`src/rtl/msgpass_rd_sched_pkg.sv`:
```
`default_nettype none
// +----------------------------------------------------------------------+
// | msgpass_rd_sched_pkg                                                 |
// | Shared types and defaults for the message-pass read scheduler.       |
// | Rev 1.0                                                              |
// +----------------------------------------------------------------------+
package msgpass_rd_sched_pkg;

  localparam int MSGPASS_LAYER_NUM    = 4;
  localparam int MSGPASS_RD_PER_LAYER = 8;

  localparam int MEMSHARE_DRC_NUM = 2;
  localparam int MEMSHARE_DRC0    = 0;
  localparam int MEMSHARE_DRC1    = 1;

  typedef enum logic [1:0] {
    IDLE  = 2'd0,
    BEGIN = 2'd1,
    READ  = 2'd2,
    DONE  = 2'd3
  } rd_sched_state_e;

  // Index width with a floor of one bit so single-entry ranges stay legal.
  function automatic int idx_w(input int n);
    return (n > 1) ? $clog2(n) : 1;
  endfunction

endpackage
`default_nettype wire

```
`src/rtl/msgpass_rd_sched_if.sv`:
```
`default_nettype none
// +----------------------------------------------------------------------+
// | msgpass_rd_sched_if                                                  |
// | Control/handshake bundle of the read scheduler.                      |
// | Optional: MSGPASS_RD_SCHED_STALL_CNT_EN adds stall_cnt_o.            |
// | Rev 1.0                                                              |
// +----------------------------------------------------------------------+
interface msgpass_rd_sched_if
  import msgpass_rd_sched_pkg::*;
#(
  parameter int LAYER_NUM    = MSGPASS_LAYER_NUM,
  parameter int RD_PER_LAYER = MSGPASS_RD_PER_LAYER
);
  localparam int LAYER_W = idx_w(LAYER_NUM);
  localparam int BEAT_W  = idx_w(RD_PER_LAYER);

  logic                        start_i;
  logic                        abort_i;
  logic [RD_PER_LAYER-1:0]     drc1_mask_i;
  logic                        rd_ready_i;
  logic                        buffer_read_begin_o;
  logic [MEMSHARE_DRC_NUM-1:0] is_drc_o;
  logic                        rd_valid_o;
  logic                        addr_en_o;
  logic [LAYER_W-1:0]          layer_idx_o;
  logic [BEAT_W-1:0]           beat_idx_o;
  logic                        busy_o;
  logic                        done_o;
`ifdef MSGPASS_RD_SCHED_STALL_CNT_EN
  logic [15:0]                 stall_cnt_o;
`endif

  modport master (
`ifdef MSGPASS_RD_SCHED_STALL_CNT_EN
    output stall_cnt_o,
`endif
    input  start_i, abort_i, drc1_mask_i, rd_ready_i,
    output buffer_read_begin_o, is_drc_o, rd_valid_o, addr_en_o,
    output layer_idx_o, beat_idx_o, busy_o, done_o
  );

  modport slave (
`ifdef MSGPASS_RD_SCHED_STALL_CNT_EN
    input  stall_cnt_o,
`endif
    output start_i, abort_i, drc1_mask_i, rd_ready_i,
    input  buffer_read_begin_o, is_drc_o, rd_valid_o, addr_en_o,
    input  layer_idx_o, beat_idx_o, busy_o, done_o
  );

endinterface
`default_nettype wire

```
`src/rtl/msgpass_rd_beat_cnt.sv`:
```
`default_nettype none
// +----------------------------------------------------------------------+
// | msgpass_rd_beat_cnt                                                  |
// | Beat/layer counter pair with wrap and last-position flags.           |
// | Rev 1.0                                                              |
// +----------------------------------------------------------------------+
module msgpass_rd_beat_cnt
  import msgpass_rd_sched_pkg::*;
#(
  parameter  int LAYER_NUM    = MSGPASS_LAYER_NUM,
  parameter  int RD_PER_LAYER = MSGPASS_RD_PER_LAYER,
  localparam int LAYER_W      = idx_w(LAYER_NUM),
  localparam int BEAT_W       = idx_w(RD_PER_LAYER)
) (
  input  wire logic               clk,
  input  wire logic               rst,
  input  wire logic               i_clr,
  input  wire logic               i_adv,
  output logic      [LAYER_W-1:0] o_layer,
  output logic      [BEAT_W-1:0]  o_beat,
  output logic                    o_beat_last,
  output logic                    o_layer_last
);

  logic [LAYER_W-1:0] r_layer;
  logic [BEAT_W-1:0]  r_beat;
  logic               w_beat_last;
  logic               w_layer_last;

  assign w_beat_last  = (r_beat  == BEAT_W'(RD_PER_LAYER - 1));
  assign w_layer_last = (r_layer == LAYER_W'(LAYER_NUM - 1));

  // The final beat of the final layer wraps both counters to zero.
  always_ff @(posedge clk or posedge rst) begin
    if (rst) begin
      r_layer <= '0;
      r_beat  <= '0;
    end else if (i_clr) begin
      r_layer <= '0;
      r_beat  <= '0;
    end else if (i_adv) begin
      if (w_beat_last) begin
        r_beat  <= '0;
        r_layer <= w_layer_last ? '0 : r_layer + LAYER_W'(1);
      end else begin
        r_beat  <= r_beat + BEAT_W'(1);
      end
    end
  end

  assign o_layer      = r_layer;
  assign o_beat       = r_beat;
  assign o_beat_last  = w_beat_last;
  assign o_layer_last = w_layer_last;

endmodule
`default_nettype wire

```
`src/rtl/msgpass_rd_sched.sv`:
```
`default_nettype none
// +----------------------------------------------------------------------+
// | msgpass_rd_sched                                                     |
// | Read scheduler: one pass of LAYER_NUM layers x RD_PER_LAYER beats.   |
// | Optional: MSGPASS_RD_SCHED_STALL_CNT_EN adds a saturating stall cnt. |
// | Rev 1.0                                                              |
// +----------------------------------------------------------------------+
module msgpass_rd_sched
  import msgpass_rd_sched_pkg::*;
#(
  parameter int LAYER_NUM    = MSGPASS_LAYER_NUM,
  parameter int RD_PER_LAYER = MSGPASS_RD_PER_LAYER
) (
  input wire logic             sys_clk,
  input wire logic             rstn,
  msgpass_rd_sched_if.master   bus
);

  localparam int LAYER_W = idx_w(LAYER_NUM);
  localparam int BEAT_W  = idx_w(RD_PER_LAYER);

  rd_sched_state_e             r_state;
  logic [RD_PER_LAYER-1:0]     r_mask;
  logic [LAYER_W-1:0]          w_layer;
  logic [BEAT_W-1:0]           w_beat;
  logic                        w_beat_last;
  logic                        w_layer_last;
  logic                        w_start_acc;
  logic                        w_valid;
  logic                        w_accept;
  logic                        w_cnt_clr;
  logic [MEMSHARE_DRC_NUM-1:0] w_is_drc;

  assign w_start_acc = (r_state == IDLE) & bus.start_i & ~bus.abort_i;
  assign w_valid     = (r_state == READ);
  assign w_accept    = w_valid & bus.rd_ready_i;
  assign w_cnt_clr   = bus.abort_i | w_start_acc | (r_state == DONE);

  msgpass_rd_beat_cnt #(
    .LAYER_NUM    (LAYER_NUM),
    .RD_PER_LAYER (RD_PER_LAYER)
  ) u_beat_cnt (
    .clk          (sys_clk),
    .rst          (rstn),
    .i_clr        (w_cnt_clr),
    .i_adv        (w_accept),
    .o_layer      (w_layer),
    .o_beat       (w_beat),
    .o_beat_last  (w_beat_last),
    .o_layer_last (w_layer_last)
  );

  // Abort overrides every transition, including a same-cycle start.
  always_ff @(posedge sys_clk or posedge rstn) begin
    if (rstn) begin
      r_state <= IDLE;
      r_mask  <= '0;
    end else if (bus.abort_i) begin
      r_state <= IDLE;
    end else begin
      case (r_state)
        IDLE: begin
          if (bus.start_i) begin
            r_state <= BEGIN;
            r_mask  <= bus.drc1_mask_i;
          end
        end
        BEGIN:   r_state <= READ;
        READ: begin
          if (w_accept && w_beat_last) begin
            r_state <= w_layer_last ? DONE : BEGIN;
          end
        end
        DONE:    r_state <= IDLE;
        default: r_state <= IDLE;
      endcase
    end
  end

  always_comb begin
    w_is_drc = '0;
    if (w_valid) begin
      w_is_drc[MEMSHARE_DRC1] = r_mask[w_beat];
      w_is_drc[MEMSHARE_DRC0] = ~r_mask[w_beat];
    end
  end

  assign bus.buffer_read_begin_o = (r_state == BEGIN);
  assign bus.rd_valid_o          = w_valid;
  assign bus.addr_en_o           = w_accept;
  assign bus.is_drc_o            = w_is_drc;
  assign bus.layer_idx_o         = w_layer;
  assign bus.beat_idx_o          = w_beat;
  assign bus.busy_o              = (r_state != IDLE);
  assign bus.done_o              = (r_state == DONE);

`ifdef MSGPASS_RD_SCHED_STALL_CNT_EN
  logic [15:0] r_stall_cnt;

  // Cleared only by a new pass so the count survives for readout after done.
  always_ff @(posedge sys_clk or posedge rstn) begin
    if (rstn) begin
      r_stall_cnt <= '0;
    end else if (w_start_acc) begin
      r_stall_cnt <= '0;
    end else if (w_valid && !bus.rd_ready_i && (r_stall_cnt != 16'hFFFF)) begin
      r_stall_cnt <= r_stall_cnt + 16'd1;
    end
  end

  assign bus.stall_cnt_o = r_stall_cnt;
`endif

endmodule
`default_nettype wire

```
`src/flat_wrapper.sv`:
```
// flat-port wrapper written by rule: the top's interface ports become plain ports
module msgpass_rd_sched_flat import msgpass_rd_sched_pkg::*;
#(
  parameter int LAYER_NUM    = MSGPASS_LAYER_NUM,
  parameter int RD_PER_LAYER = MSGPASS_RD_PER_LAYER
)
  (sys_clk, rstn, bus_start_i, bus_abort_i, bus_drc1_mask_i, bus_rd_ready_i, bus_buffer_read_begin_o, bus_is_drc_o, bus_rd_valid_o, bus_addr_en_o, bus_layer_idx_o, bus_beat_idx_o, bus_busy_o, bus_done_o);
  msgpass_rd_sched_if #(.LAYER_NUM(LAYER_NUM), .RD_PER_LAYER(RD_PER_LAYER)) bus_i ();
  input wire logic sys_clk;
  input wire logic rstn;
  input wire logic [$bits(bus_i.start_i)-1:0] bus_start_i;
  input wire logic [$bits(bus_i.abort_i)-1:0] bus_abort_i;
  input wire logic [$bits(bus_i.drc1_mask_i)-1:0] bus_drc1_mask_i;
  input wire logic [$bits(bus_i.rd_ready_i)-1:0] bus_rd_ready_i;
  output wire logic [$bits(bus_i.buffer_read_begin_o)-1:0] bus_buffer_read_begin_o;
  output wire logic [$bits(bus_i.is_drc_o)-1:0] bus_is_drc_o;
  output wire logic [$bits(bus_i.rd_valid_o)-1:0] bus_rd_valid_o;
  output wire logic [$bits(bus_i.addr_en_o)-1:0] bus_addr_en_o;
  output wire logic [$bits(bus_i.layer_idx_o)-1:0] bus_layer_idx_o;
  output wire logic [$bits(bus_i.beat_idx_o)-1:0] bus_beat_idx_o;
  output wire logic [$bits(bus_i.busy_o)-1:0] bus_busy_o;
  output wire logic [$bits(bus_i.done_o)-1:0] bus_done_o;
  assign bus_i.start_i = bus_start_i;
  assign bus_i.abort_i = bus_abort_i;
  assign bus_i.drc1_mask_i = bus_drc1_mask_i;
  assign bus_i.rd_ready_i = bus_rd_ready_i;
  assign bus_buffer_read_begin_o = bus_i.buffer_read_begin_o;
  assign bus_is_drc_o = bus_i.is_drc_o;
  assign bus_rd_valid_o = bus_i.rd_valid_o;
  assign bus_addr_en_o = bus_i.addr_en_o;
  assign bus_layer_idx_o = bus_i.layer_idx_o;
  assign bus_beat_idx_o = bus_i.beat_idx_o;
  assign bus_busy_o = bus_i.busy_o;
  assign bus_done_o = bus_i.done_o;
  msgpass_rd_sched #(.LAYER_NUM(LAYER_NUM), .RD_PER_LAYER(RD_PER_LAYER)) u_core (.sys_clk(sys_clk), .rstn(rstn), .bus(bus_i));
endmodule
```
`config.mk`:
```
export PLATFORM = sky130hd
export DESIGN_NAME = msgpass_rd_sched_flat
export DESIGN_NICKNAME = d
export VERILOG_FILES = /design/src/rtl/msgpass_rd_sched_pkg.sv /design/src/rtl/msgpass_rd_sched_if.sv /design/src/rtl/msgpass_rd_beat_cnt.sv /design/src/rtl/msgpass_rd_sched.sv /design/src/flat_wrapper.sv
export SDC_FILE = /design/constraint.sdc
export NUM_CORES = 1
export LEC_CHECK = 0
export CAP_MARGIN = 5
export CORE_UTILIZATION = 39
export DETAILED_ROUTE_END_ITERATION = 6
export DONT_BUFFER_PORTS = 1
export PLACE_DENSITY = 0.63
export REMOVE_ABC_BUFFERS = 1
export SYNTH_ARGS = -nofsm -noshare
export SYNTH_HDL_FRONTEND = slang
export SYNTH_SLANG_ARGS = --single-unit
```
`constraint.sdc`:
```
create_clock -name sys_clk -period 2.5 [get_ports sys_clk]
set_clock_uncertainty 0.05 [all_clocks]
set_input_delay 0.625 -clock sys_clk [delete_from_list [all_inputs] [get_ports sys_clk]]
set_output_delay 0.625 -clock sys_clk [all_outputs]
set_load 0.1 [all_outputs]
```
# Word-level counts from Yosys, hierarchy flattened
# Index checks and enable logic that the tools add are counted.
# totals
input_bits	13
out_inout_bits	12
elab_cells	44
ff_bits	15
# classes
n_bitwise	7
add_sub_neg	2
n_eq_ne	7
order_cmp	1
n_reduce_logical	8
mux	15
# op_table
op	n
two-way mux 2 bit	9
two-way mux 3 bit	3
case mux 2 bit (4 select lines)	1
equality test 2 bit (second input constant)	3
inequality test 3 bit (second input constant)	2
nonzero test 2 bit	3
less-than comparator 3 x 4 -> 1 bit (second input constant)	1
AND reduction 2 bit	2
adder 3 x 1 -> 3 bit (second input constant)	1
AND 1 bit	3
binary-select mux 1 bit (select 3 bit)	1
equality test 3 bit (second input constant)	1
AND reduction 3 bit	1
adder 2 x 1 -> 2 bit (second input constant)	1
equality test 2 x 1 -> 1 bit (second input constant)	1
zero test 2 bit	1
NOT 1 bit	2
bitwise OR 1 bit	2
logical AND 1 bit	1
two-way mux 1 bit	1

# Depth between registers and ports, before layout
# depth
ltp_word	7
mapped_depth	5
ltp_nobuf	5

# Cells and area by module
# From an unflattened synthesis, not the netlist that was laid out.
# unflattened
cells_unflattened	69
area_unflattened_um2	808.3
# by_module_without_submodules
module	n_inst	seq_area_each_um2	area_per_inst_um2	cells_per_inst
msgpass_rd_sched	1	250.2	536.8	46
msgpass_rd_beat_cnt	1	125.1	271.5	23

# Worst setup path before layout
# Ideal clock, no wire load.
# synth_path
path_kind	reg-to-output
from	reg u_core.u_beat_cnt.r_beat[0], in the netlist u_core.u_beat_cnt.o_beat[0]
to	out bus_is_drc_o[0]
path_slack_ns	-1.402
t_arrival_ns	3.227
n_path_buf	1
path_stages_with_launch	5
t_required_ns	1.825
cell_sequence	dfrtp_1 buf_2 mux2i_1 nand3b_1 a31oi_1
# synth_via
elab_chain_cells	4
# synth_lines
item	line_no	text
from (decl)	msgpass_rd_beat_cnt.sv:26	logic [BEAT_W-1:0] r_beat;
from (signal assigned)	msgpass_rd_beat_cnt.sv:46	r_beat <= r_beat + BEAT_W'(1);
binary-select mux 1 bit (select 3 bit)	msgpass_rd_sched.sv:84	w_is_drc[MEMSHARE_DRC0] = ~r_mask[w_beat];
two-way mux 1 bit (not written as such)	msgpass_rd_sched.sv:84	
NOT 1 bit	msgpass_rd_sched.sv:84	
two-way mux 2 bit	msgpass_rd_sched.sv:82	if (w_valid) begin
to (decl)	flat_wrapper.sv:16	output wire logic [$bits(bus_i.is_drc_o)-1:0] bus_is_drc_o;
# Every way passes these cells. The select of a mux whose other input is x is not followed.

# Worst setup path after layout
# layout_path
from	reg u_core.u_beat_cnt.r_beat[0], in the netlist u_core.u_beat_cnt.o_beat[0]
to	out bus_is_drc_o[1]
# layout_via
elab_chain_cells	3
# layout_lines
item	line_no	text
binary-select mux 1 bit (select 3 bit)	msgpass_rd_sched.sv:83	w_is_drc[MEMSHARE_DRC1] = r_mask[w_beat];
two-way mux 1 bit (not written as such)	msgpass_rd_sched.sv:83	
two-way mux 2 bit	msgpass_rd_sched.sv:82	
# Every way passes these cells. The select of a mux whose other input is x is not followed.

==> reports/metrics.yaml <==
status:
  run_status: "complete, no violations"
power:
  total_switching_power_uw: 181.4
  powerDensity_nw_per_um2: 593.7
  pwr-share-comb_pct: 27.5
  pwr-share-clk_pct: 22.1
  seqPwrFrac_pct: 50.4
  power.internal_uw: 405.5
  power.switching_fraction_pct: 30.91
  peakVddDrop_mv: 0.3522
  static_leakage_power_uw: 0.0004718
worst_setup_path:
  crit_path_top_delay_cell: "sky130_fd_sc_hd__dfrtp_1"
  crit_type: "register to output pin"
  crit_path_cell_trace: "mux2i_1, a22oi_1, and4_1, buf_12"
  critPathMaxStageDelay_ns: 0.54
  crit_fanout: 8
  start_kind: "register"
  arrival_ns: 1.69
  critPathCaptureType: "output pin"
  worst-endpoint-required_ns: 1.82
clock_tree:
  ctsHtreeMaxLevel: 1
  cts_buffers: 3
  cts_resized: 0
  cts_max_path_buffers: 2
  worstSkewPairLatency_ns: 0.28
  clock_edge_transition_at_the_registers_on_the_reported_setup_and_hold_paths_ns: 0.08
  root_buffer: "sky130_fd_sc_hd__clkbuf_4"
  cts_tree: "done"
  post_cts.repair.setup_buffers: 0
  cts_hold_buf: 0
  cts.sink_count: 15
die:
  fp.dieH_microns: 48.09
  chipWidth_microns: 48.09
  placeableCoreArea_sq_um: 1982
  floorplan.initialDensity_pct: 41.79
  io_pins: 25
  die_area_sq_um: 2312
  placement_rows: 16
placed_design:
  place_congestion: 0.7634
  numPlacedInstances: 106
  dp_hpwl_mm: 1.152
  port_buffers: 0
timing:
  hold_violations: 0
  transition_time_at_the_pin_with_the_least_slew_margin_ns: 0.5194
  timing.final.max_slew_violations: 0
  finalSetupViolations: 0
  grt_setup_unrepaired: "false"
  finalCriticalPeriod_ns: 2.368
  maxSlewHeadroom_pct: 65.34
  setup_total_negative_slack_ns: 0
  final_clock_period_utilization_by_the_worst_path_pct: 94.72
  fmaxAchievable_mhz: 422.3
cells_and_area:
  nFillCells: 172
  mostFrequentLayoutCell: "sky130_fd_sc_hd__dfrtp_1"
  n_antenna_cell: 0
  layout-drive-gt1-share_pct: 33.73
  area.growth.synth_to_final_pct: 19.34
  net_count_final: 100
  fin_cells: 110
  final_cell_mix: "15 x sky130_fd_sc_hd__dfrtp_1, 9 x sky130_fd_sc_hd__buf_4, 8 x sky130_fd_sc_hd__mux2_4"
synthesis:
  synthesis.instances: 70
  synth.yosys.seq_area_share_pct: 45.32
  synth.mux.area_fraction_pct: 19.34
  ys.flop_type: "sky130_fd_sc_hd__dfrtp_1"
  postSynthRegisterBits: 15
  syn-mean-instance-area_sq_um: 11.83
  synthAdderAreaFrac_pct: 4.532
  async_flop_share_pct: 100.0
  synth-compound-area-share_pct: 8.006
  yosys.area_share.simple_pct: 19.49
  synth_edf_count: 0
  synthXorXnorAreaFrac_pct: 0
  yosys_warnings: 0
  mappedNetlistArea_sq_um: 828.3
  synth.distinct_cells: 29
  largest_family_of_logic_cells_by_synthesized_area: "simple AND/OR/NAND/NOR gates"
detailed_routing:
  drt-pass1-iter-count: 4
  wl_per_cell_microns: 13.13
  drcViolationCount: 0
  detail-route-antenna-nets: 0
  drtIter0Drc: 10
  wirelength_mm: 1.444
  dr_total_vias: 558
  via_per_instance_ratio: 5.073
grt:
  grt_usage_pct: 14.93
  first_global_vias: 537
  overflow: 0
  antenna_found_initial: 0
  grt_max_degree: 16
  first_pass_grt_wire_length_mm: 2.242
run:
  maxCapViolCount: 0
hold_path:
  hp-class: "primary input to async pin"
[flip-flops by register name, indices dropped and copies added (netlist names)]
register	flops
u_core.r_mask	8
u_core.u_beat_cnt.o_beat	3
u_core.r_state	2
u_core.u_beat_cnt.o_layer	2
[critical path: cells and delay by family, from the launching register on]
family	cells	cell delay [ns]
flops	1	0.54
compound gates	1	0.28
simple gates	1	0.28
buf+inv	1	0.18
mux	1	0.14
[worst paths after layout]
path	from	cells past startpoint	end	slack [ns]
min in group sys_clk	bus_abort_i	1	u_core.r_state[1]	0.35
max reg2reg	u_core.u_beat_cnt.o_beat[1]	6	u_core.u_beat_cnt.o_layer[0]	0.57
max in group asynchronous	rstn	1	u_core.u_beat_cnt.o_beat[0]	1.84
min reg2reg	u_core.r_mask[7]	1	u_core.r_mask[7]	0.47
max	u_core.u_beat_cnt.o_beat[0]	4	bus_is_drc_o[1]	0.13
min	rstn	1	u_core.u_beat_cnt.o_beat[2]	0.21
[synthesized netlist by cell type, drive strengths merged (2+ instances only)]
| cell | instances | area (sq um) |
|---|---|---|
| ha | 3 | 37.54 |
| dfrtp | 15 | 375.4 |
| mux2i | 4 | 40.04 |
| or2 | 2 | 12.52 |
| mux2 | 8 | 120.1 |
| inv | 3 | 11.26 |
| a21oi | 4 | 20.02 |
| nor2 | 3 | 11.26 |
| buf | 2 | 16.26 |
| nand2 | 4 | 15.01 |
| a22o | 2 | 17.52 |
| nand3b | 3 | 26.27 |
| or3 | 2 | 12.51 |
| nor2b | 3 | 26.27 |
| nand3 | 2 | 10.01 |
[cell type report]
type / count / area (sq um) / area share (%)
clock buffers: 4 / 26.28 / 2.658
inverters: 3 / 11.26 / 1.139
multi-input cells: 50 / 434.2 / 43.92
flip-flops and latches: 15 / 375.4 / 37.97
well taps: 27 / 33.78 / 3.418
repair buffers: 11 / 107.6 / 10.89
[layer usage]
metal / GRT usage (%) / wire [microns] / up-vias / part of all wire [%]
met4: 8.889 / 38 / 0 / 2.6
li1: - / - / 276 / -
met5: 0 / 0 / - / 0
met3: 3.396 / 73 / 4 / 5.1
met2: 20.00 / 647 / 16 / 45
met1: 21.77 / 685 / 262 / 47
[power by group through the flow]
stage	clock (uW)	sequential (uW)	combinational, uW
floorplan	0	296	133
global placement	0	301	160
detailed placement	0	300	163
CTS	137	296	163
global route	147	300	172
finish	129	296	161
[logic make-up after synthesis]
kind of cell / count (synthesis)
buffers and inverters: 5
and+or+nand+nor: 25
muxes: 12
adders and majority gates: 3
DFF: 15
AOI/OAI and AO/OA: 10
[per-stage QoR]
step	setup slack [ns]	cell area [sq um]	hold WS (ns)	util [%]	total power (uW)
floorplan	-1.302	812.0	0.4312	-	429.2
global placement	0.5090	962.2	0.4528	48.55	460.9
detailed placement	0.4360	962.2	0.4503	48.55	463.0
CTS	0.1233	988.4	0.2309	49.87	595.8
global route	0.01454	988.4	0.2542	49.87	619.2
finish	0.1321	988.4	0.2135	49.87	586.8
Power figures use the tool's default switching activity.
